==> config.mk <==
export PLATFORM = sky130hd
export DESIGN_NAME = shared_mem_port
export DESIGN_NICKNAME = d
export VERILOG_FILES = /design/src/rtl/shared_mem_pkg.sv /design/src/rtl/mem_timeout_cnt.sv /design/src/rtl/shared_mem_port.sv
export SDC_FILE = /design/constraint.sdc
export NUM_CORES = 1
export LEC_CHECK = 0
export BUFFER_PORTS_ARGS = -buffer_cell sky130_fd_sc_hd__buf_2
export CORE_UTILIZATION = 44
export CTS_CLUSTER_SIZE = 12
export DETAILED_ROUTE_END_ITERATION = 12
export HOLD_SLACK_MARGIN = 0.15
export PLACE_DENSITY = 0.75
export SYNTH_ARGS = -nofsm -noshare
export SYNTH_HDL_FRONTEND = slang
export SYNTH_SLANG_ARGS = --single-unit
==> constraint.sdc <==
create_clock -name clk -period 1.85 [get_ports clk]
set_clock_uncertainty 0.15 [all_clocks]
set_input_delay 0.4625 -clock clk [delete_from_list [all_inputs] [get_ports clk]]
set_output_delay 0.4625 -clock clk [all_outputs]
set_load 0.01 [all_outputs]
==> src/rtl/shared_mem_pkg.sv <==
// Shared definitions for the shared memory port: FSM state and owner encodings,
// plus the default geometry used by the port and its timeout counter.
package shared_mem_pkg;

    typedef enum logic [1:0] {
        IDLE  = 2'd0,
        ISSUE = 2'd1,
        WAIT  = 2'd2,
        DONE  = 2'd3
    } state_t;

    typedef enum logic [1:0] {
        OWN_NONE = 2'd0,
        OWN_1    = 2'd1,
        OWN_2    = 2'd2
    } owner_t;

    localparam int AW_DEF      = 8;
    localparam int DW_DEF      = 16;
    localparam int TIMEOUT_DEF = 16;

endpackage

==> src/rtl/mem_timeout_cnt.sv <==
// Saturating WAIT-cycle counter. expired is high once the count reaches
// TIMEOUT-1; the count then holds there until cleared.
module mem_timeout_cnt
    import shared_mem_pkg::*;
#(
    parameter int TIMEOUT = TIMEOUT_DEF
) (
    input  logic clk,
    input  logic rst,
    input  logic clr,
    input  logic en,
    output logic expired
);

    localparam int             CW   = $clog2(TIMEOUT);
    localparam logic [CW-1:0]  LAST = CW'(TIMEOUT - 1);

    logic [CW-1:0] cnt;

    // Count enabled cycles, clear on request, stop at the last value instead of wrapping
    always_ff @(posedge clk or negedge rst) begin
        if (!rst) begin
            cnt <= '0;
        end else if (clr) begin
            cnt <= '0;
        end else if (en && (cnt != LAST)) begin
            cnt <= cnt + 1'b1;
        end
    end

    assign expired = (cnt == LAST);

endmodule

==> src/rtl/shared_mem_port.sv <==
// Single shared memory port behind the two-core lock arbiter. Runs one
// transaction at a time for the granted core and feeds hold_1/hold_2 back to
// the arbiter so the lock stays put until the owner's access is acknowledged.
module shared_mem_port
    import shared_mem_pkg::*;
#(
    parameter int AW      = AW_DEF,
    parameter int DW      = DW_DEF,
    parameter int TIMEOUT = TIMEOUT_DEF
) (
    input  logic          clk,
    input  logic          rst,
    input  logic          grant_1,
    input  logic          grant_2,
    output logic          hold_1,
    output logic          hold_2,
    input  logic          req_1,
    input  logic          we_1,
    input  logic [AW-1:0] addr_1,
    input  logic [DW-1:0] wdata_1,
    output logic          ack_1,
    output logic          err_1,
    output logic [DW-1:0] rdata_1,
    input  logic          req_2,
    input  logic          we_2,
    input  logic [AW-1:0] addr_2,
    input  logic [DW-1:0] wdata_2,
    output logic          ack_2,
    output logic          err_2,
    output logic [DW-1:0] rdata_2,
    output logic          mem_en,
    output logic          mem_we,
    output logic [AW-1:0] mem_addr,
    output logic [DW-1:0] mem_wdata,
    input  logic          mem_rdy,
    input  logic [DW-1:0] mem_rdata
);

    state_t  state;
    owner_t  owner;
    logic    cnt_clr;
    logic    cnt_en;
    logic    expired;
    logic    finish;
    logic [DW-1:0] cap_data;

    // The counter restarts in ISSUE and only advances while still waiting on memory
    assign cnt_clr  = (state == ISSUE);
    assign cnt_en   = (state == WAIT) && !mem_rdy;

    // A WAIT cycle ends on memory completion or timeout; writes and timeouts return zero data
    assign finish   = mem_rdy || expired;
    assign cap_data = (mem_rdy && !mem_we) ? mem_rdata : '0;

    mem_timeout_cnt #(
        .TIMEOUT (TIMEOUT)
    ) u_timeout (
        .clk     (clk),
        .rst     (rst),
        .clr     (cnt_clr),
        .en      (cnt_en),
        .expired (expired)
    );

    // Transaction FSM with owner latch, memory port registers and per-core completion registers
    always_ff @(posedge clk or negedge rst) begin
        if (!rst) begin
            state     <= IDLE;
            owner     <= OWN_NONE;
            hold_1    <= 1'b0;
            hold_2    <= 1'b0;
            ack_1     <= 1'b0;
            ack_2     <= 1'b0;
            err_1     <= 1'b0;
            err_2     <= 1'b0;
            rdata_1   <= '0;
            rdata_2   <= '0;
            mem_en    <= 1'b0;
            mem_we    <= 1'b0;
            mem_addr  <= '0;
            mem_wdata <= '0;
        end else begin
            // The owner keeps its lock for the whole transaction even if it drops req
            hold_1 <= req_1 | ((owner == OWN_1) && (state != IDLE));
            hold_2 <= req_2 | ((owner == OWN_2) && (state != IDLE));

            case (state)
                IDLE: begin
                    // Core 1 takes priority if the arbiter ever asserts both grants
                    if (grant_1 && req_1) begin
                        owner     <= OWN_1;
                        mem_we    <= we_1;
                        mem_addr  <= addr_1;
                        mem_wdata <= wdata_1;
                        mem_en    <= 1'b1;
                        state     <= ISSUE;
                    end else if (grant_2 && req_2) begin
                        owner     <= OWN_2;
                        mem_we    <= we_2;
                        mem_addr  <= addr_2;
                        mem_wdata <= wdata_2;
                        mem_en    <= 1'b1;
                        state     <= ISSUE;
                    end
                end
                ISSUE: begin
                    mem_en <= 1'b0;
                    state  <= WAIT;
                end
                WAIT: begin
                    if (finish) begin
                        state <= DONE;
                        if (owner == OWN_1) begin
                            ack_1   <= 1'b1;
                            err_1   <= !mem_rdy;
                            rdata_1 <= cap_data;
                        end else if (owner == OWN_2) begin
                            ack_2   <= 1'b1;
                            err_2   <= !mem_rdy;
                            rdata_2 <= cap_data;
                        end
                    end
                end
                DONE: begin
                    ack_1 <= 1'b0;
                    ack_2 <= 1'b0;
                    err_1 <= 1'b0;
                    err_2 <= 1'b0;
                    owner <= OWN_NONE;
                    state <= IDLE;
                end
                default: begin
                    state <= IDLE;
                end
            endcase
        end
    end

endmodule

After elaboration in Yosys (flattened, before gate mapping)

Index checks and enable logic that the tools add are counted.

Register bits: 72
Bits of input ports: 73
Output and inout port bits: 64
Word-level logic and storage cells: 89

Add/sub/neg operators: 1
Equality and inequality tests: 12
Muxes and demuxes: 33
Bitwise operators: 3
Reduce and logical (&&, ||, !) cells: 25

Operators with widths:

| cell                                                                  | number |
|---|---|
| 16-bit 2-to-1 mux                                                     | 3 |
| 8-bit 2-to-1 mux                                                      | 2 |
| 1-bit 2-to-1 mux                                                      | 14 |
| 2-bit nonzero test                                                    | 6 |
| 2-bit 2-to-1 mux                                                      | 5 |
| 1-bit case mux with 2 select lines                                    | 5 |
| 4-bit 2-to-1 mux                                                      | 2 |
| 2-bit case mux with 4 select lines                                    | 1 |
| 2-bit AND reduction                                                   | 4 |
| 4-bit AND reduction                                                   | 2 |
| 1-bit logical AND                                                     | 7 |
| 2-bit equality test, second input constant                            | 3 |
| 3-bit AND reduction                                                   | 2 |
| 4-bit by 1-bit adder with 4-bit output, second input constant         | 1 |
| 2-bit by 1-bit equality test with 1-bit output, second input constant | 2 |
| 4-bit equality test, second input constant                            | 1 |
| 2-bit by 1-bit != test with 1-bit output, second input constant       | 2 |
| 2-bit != test, second input constant                                  | 2 |
| 4-bit != test, second input constant                                  | 1 |
| 2-bit case mux with 2 select lines                                    | 1 |
| 3-bit != test, second input constant                                  | 1 |
| 1-bit logical NOT                                                     | 2 |
| 2-bit logical NOT                                                     | 1 |
| 1-bit OR                                                              | 2 |
| 2 further kinds                                                       | 2 |

Depth between registers and ports, before layout

Word-level depth: 5
Gate-level depth with buffers: 7
Gate-level depth less buffers: 6

Modules after synthesis

From an unflattened synthesis, not the netlist that was laid out.

Cells, all modules: 282
Area total of the unflattened synthesis: 3400.8 um^2

Modules (own cells, without submodules):

| module          | times used | cells an instance | area an instance (um^2) | sequential area each (um^2) |
|---|---|---|---|---|
| shared_mem_port | 1          | 262               | 3171.8                  | 1701.6 |
| mem_timeout_cnt | 1          | 20                | 229.0                   | 100.1 |

Worst setup path after synthesis

OpenSTA, ideal clock, no wires.

Path type: reg2reg
Start point: register state[0]
End point: register state[1]
Library setup time: 0.125 ns
Arrival: 1.561 ns
Required time: 1.575 ns
Slack: 0.014 ns
Cell stages (with the launch flop): 8
Buffers on the path: 1
Clock period less this slack: 1.836 ns
Cell sequence: dfrtp_1 -> inv_1 -> ha_1 -> buf_2 -> nand2b_1 -> nor2_1 -> a31oi_1 -> mux2_2

Longest elaborated chain between the ends: 3

RTL lines:

| item                                                            | RTL line               | source |
|---|---|---|
| start: declaration                                              | shared_mem_port.sv:39  | `state_t state;` |
| start signal: assignment                                        | shared_mem_port.sv:68  | `state <= IDLE;` |
| start signal: assignment                                        | shared_mem_port.sv:96  | `state <= ISSUE;` |
| start signal: assignment                                        | shared_mem_port.sv:103 | `state <= ISSUE;` |
| 2-bit equality test or 2-bit logical NOT (tied branches)        | shared_mem_port.sv:87  | `case (state)` |
| 2-bit != test (no source line) or 3-bit != test (tied branches) | n/a                    |  |
| 2-bit AND reduction (no source line)                            | n/a                    |  |

Parallel ways exist; a longest one is shown, timed or not.
A chain may end at the register's enable or synchronous reset.

Worst setup path after layout

Start point: register state[0]
End point: register u_timeout.cnt[2]

Longest elaborated chain between the ends: 4

RTL lines:

| item                                | RTL line              | source |
|---|---|---|
| 2-bit equality test                 | shared_mem_port.sv:49 | `assign cnt_en = (state == WAIT) && !mem_rdy;` |
| 1-bit logical AND                   | shared_mem_port.sv:49 |  |
| 1-bit logical AND                   | mem_timeout_cnt.sv:26 | `end else if (en && (cnt != LAST)) begin` |
| 2-bit nonzero test (no source line) | n/a                   |  |
| end signal: assignment              | mem_timeout_cnt.sv:27 | `cnt <= cnt + 1'b1;` |
| end: declaration                    | mem_timeout_cnt.sv:18 | `logic [CW-1:0] cnt;` |

Parallel ways exist; a longest one is shown, timed or not.

==> metrics.md <==
| Metric | Value |
|---|---|
| Clock sink count | 72 |
| DR vias/cell | 4.85 |
| Height of the die | 89.9 um |
| Cell Area, Synth | 3400 sq um |
| Min Tclk post-route | 1.76 ns |
| Hold crit path type | in2reg |
| Clk network pwr share | 19.8% |
| Max VDD drop | 0.668 mV |
| Num rows | 31 |
| Final ANT Viol Nets | 0 |
| Fin util | 60.7% |
| Switching power | 2.28 mW |
| Pleak | 2.50 nW |
| Via count | 2551 |
| Drt pass-1 iters | 6 |
| Inst Count DP | 509 |
| Syn Inst Count | 278 |
| Area Growth Syn to Fin | 31.5% |
| Fillers | 632 |
| Cells along the critical path | inv_1 -> ha_2 -> nand2b_1 -> buf_4 -> nor3b_1 -> xnor2_1 -> nor2_1 |
| Clock root cell | clkbuf_8 |
| Total CTS buffers | 9 |
| Initial antenna violation count | 0 |
| Warnings, synthesis | 0 |
| DP HPWL | 5350 um |
| Final Slew Violations | 0 |
| Synth top area cells | dfrtp_1 (53%), mux2_4 (8.8%), mux2i_1 (7.4%) |
| Synth Flop Type | dfrtp_1 |
| Worst-margin pin slew | 0.472 ns |
| Ant. Diodes | 0 |
| DRC viols | 0 |
| Count leader, synth | dfrtp_1 |
| Unique masters post-synth | 38 |
| First DRT Iteration DRCs | 92 |
| Die area | 8090 sq um |
| Clock-pin slew on the worst setup and hold paths | 0.09 ns |
| CP Capture Type | flip-flop |
| FF+latch count, synth | 72 |
| Starting Density | 46.2% |
| Share of the synthesized area in the top cell type | 52.9% |
| Fraction of registers with async set/reset | 100% |
| CP startpoint kind | flip-flop |
| Register area share after synthesis | 52.9% |
| Comb power frac | 40.0% |
| Largest stage delay on the critical path | 0.38 ns |
| Io pins | 137 |
| Final setup viols | 0 |
| Setup TNS | 0 ns |
| Vias in the first global route | 2481 |
| Synth Area per Inst | 12.2 sq um |
| Chip Width | 89.9 um |
| First-pass GRT wire length | 12100 um |
| CTS tree | yes |
| P per Cell Area | 1430 nW/um^2 |
| Period utilisation layout | 95.0% |
| Critical-path top delay cell | dfrtp_1 |
| Worst path required time | 1.91 ns |
| Core area | 7370 sq um |
| Largest fanout on the critical path | 5 |
| Drt wl/cell | 13.9 um |
| Seq pwr share | 40.2% |
| RD Place Congestion | 0.836 |
| CP arrival | 1.82 ns |
| EDFF count, synth | 0 |
| Switch share | 35.5% |
| Gr usage total | 19.2% |
| Crit Path Class | reg2reg |
| Slew Limit Headroom | 68.5% |
| Largest net degree at the start of global routing | 73 |
| Pint | 4.13 mW |
| Synth Net Count | 357 |
| Commonest cells in the netlist | dfrtp_1 (72), nand2_1 (30), o21ai_0 (29) |
| Number of max-cap violations | 0 |
| Input/output buffers | 136 |
| Layout cells sized above 1 | 50.1% |
| Worst skew pair latency | 0.34 ns |
| H-tree depth | 3 |
| Pwr Total | 6.41 mW |
| Dominant cell type by area after synthesis | dfrtp_1 |
| Non-filler cells, final | 526 |
| RSZ-0062 raised after global routing | true |
| Max Freq | 569 MHz |
| Detailed Route WL | 7330 um |
| Clock Tree Buf Depth | 2 |
| Final Hold Fails | 0 |
| GRT overflow | 0 |
| Status | complete, no violations |
| NumNets Final | 501 |
## metrics by stage
step | hold slack (ns) | instance area (sq um) | setup slack, ns
final | 0.184 | 4480 | 0.0916
after global routing | 0.187 | 4480 | -0.00668
after CTS | 0.177 | 4450 | 0.00651
after detailed placement | 0.315 | 4240 | 0.0149
after global placement | 0.310 | 4240 | 0.0735
after floorplan | 0.0169 | 3400 | 0.0143
## worst paths after layout
kind	start	endpoint	slack (ns)	cells after the start
worst max-delay path	state[0]	u_timeout.cnt[2]	0.09	7
worst min-delay path	req_1	hold_1	0.18	2
worst max register to register	state[0]	u_timeout.cnt[2]	0.09	7
worst min register to register	mem_addr[4]	mem_addr[4]	0.33	2
max in group asynchronous	rst	state[1]	0.72	3
min in group asynchronous	rst	rdata_1[11]	0.54	3
## registers in the layout, indices dropped and copies added, names as in the netlist, 2 cells and up
name / count
mem_wdata: 16
rdata_1: 16
rdata_2: 16
mem_addr: 8
u_timeout.cnt: 4
owner: 2
state: 2
## layer usage
metal,share of wire (%),track usage (%),vias to the layer above
met5,0,0,-
met4,1.4,8.47,0
met3,6.8,4.06,10
met2,45,29.9,115
met1,46,26.0,1174
li1,-,-,1252
## power by group through the flow
stage	combinational [mW]	clock, mW	sequential [mW]
floorplan	1.27	0	2.83
global placement	2.48	0	2.58
detailed placement	2.56	0	2.60
CTS	2.56	1.30	2.58
global route	2.80	1.39	2.66
finish	2.57	1.27	2.58
## what timing repair did
action                                  in CTS  in global routing
buffers inserted                             0                  0
endpoints found under the setup margin       0                 35
endpoints found under the hold margin       72                  0
hold buffers                                 1                  0
gates resized for setup                      0                  4
## final cells by class
| type | instances | area [sq um] | area share [%] |
|---|---|---|---|
| Clock buffer | 10 | 138 | 3.07 |
| Clock inverter | 6 | 68.8 | 1.54 |
| Inverter | 6 | 22.5 | 0.503 |
| Multi-Input combinational cell | 186 | 1520 | 33.9 |
| Sequential cell | 72 | 1800 | 40.2 |
| Tap cell | 99 | 124 | 2.77 |
| Timing Repair Buffer | 147 | 806 | 18.0 |
## worst max-delay path: cells and delay by family, from the launching register on
family / cells / cell delay, ns
flip-flops: 1 / 0.38
AND/OR/NAND/NOR: 3 / 0.40
XOR/XNOR: 1 / 0.15
adder cells (fa/ha/maj): 1 / 0.29
buffers and inverters: 2 / 0.27
## kinds of logic (layout without fill, tap and decap cells)
group | count (synthesis) | count (layout) | synth area share (%)
buf+inv | 20 | 169 | 3.16
xor+xnor | 3 | 3 | 0.772
mux | 60 | 60 | 21.1
flops | 72 | 72 | 52.9
fa+ha+maj | 6 | 6 | 2.21
simple gates | 69 | 69 | 10.9
compound gates | 48 | 48 | 8.86
## cell usage in the layout, fill, tap and decap left out, types with 2 or more instances in the layout
master    count
dfrtp_1      72
and2_1        7
inv_1         6
ha_1          4
o21bai_1      2
buf_12        3
buf_4         8
mux2_4       20
nand2_8       2
a21oi_1       3
o21ai_0      29
nand3_1       4
a22oi_1       4
ha_2          2
nand2_1      30
and2_2        9
nor2_4        2
nor3b_1       2
clkbuf_8     10
a31oi_1       2
nand2b_1      3
clkinv_4      3
buf_2       135
nor2_1        6
mux2i_1      25
xnor2_1       3
mux2_2       15
(Power assumes the default switching activity.)
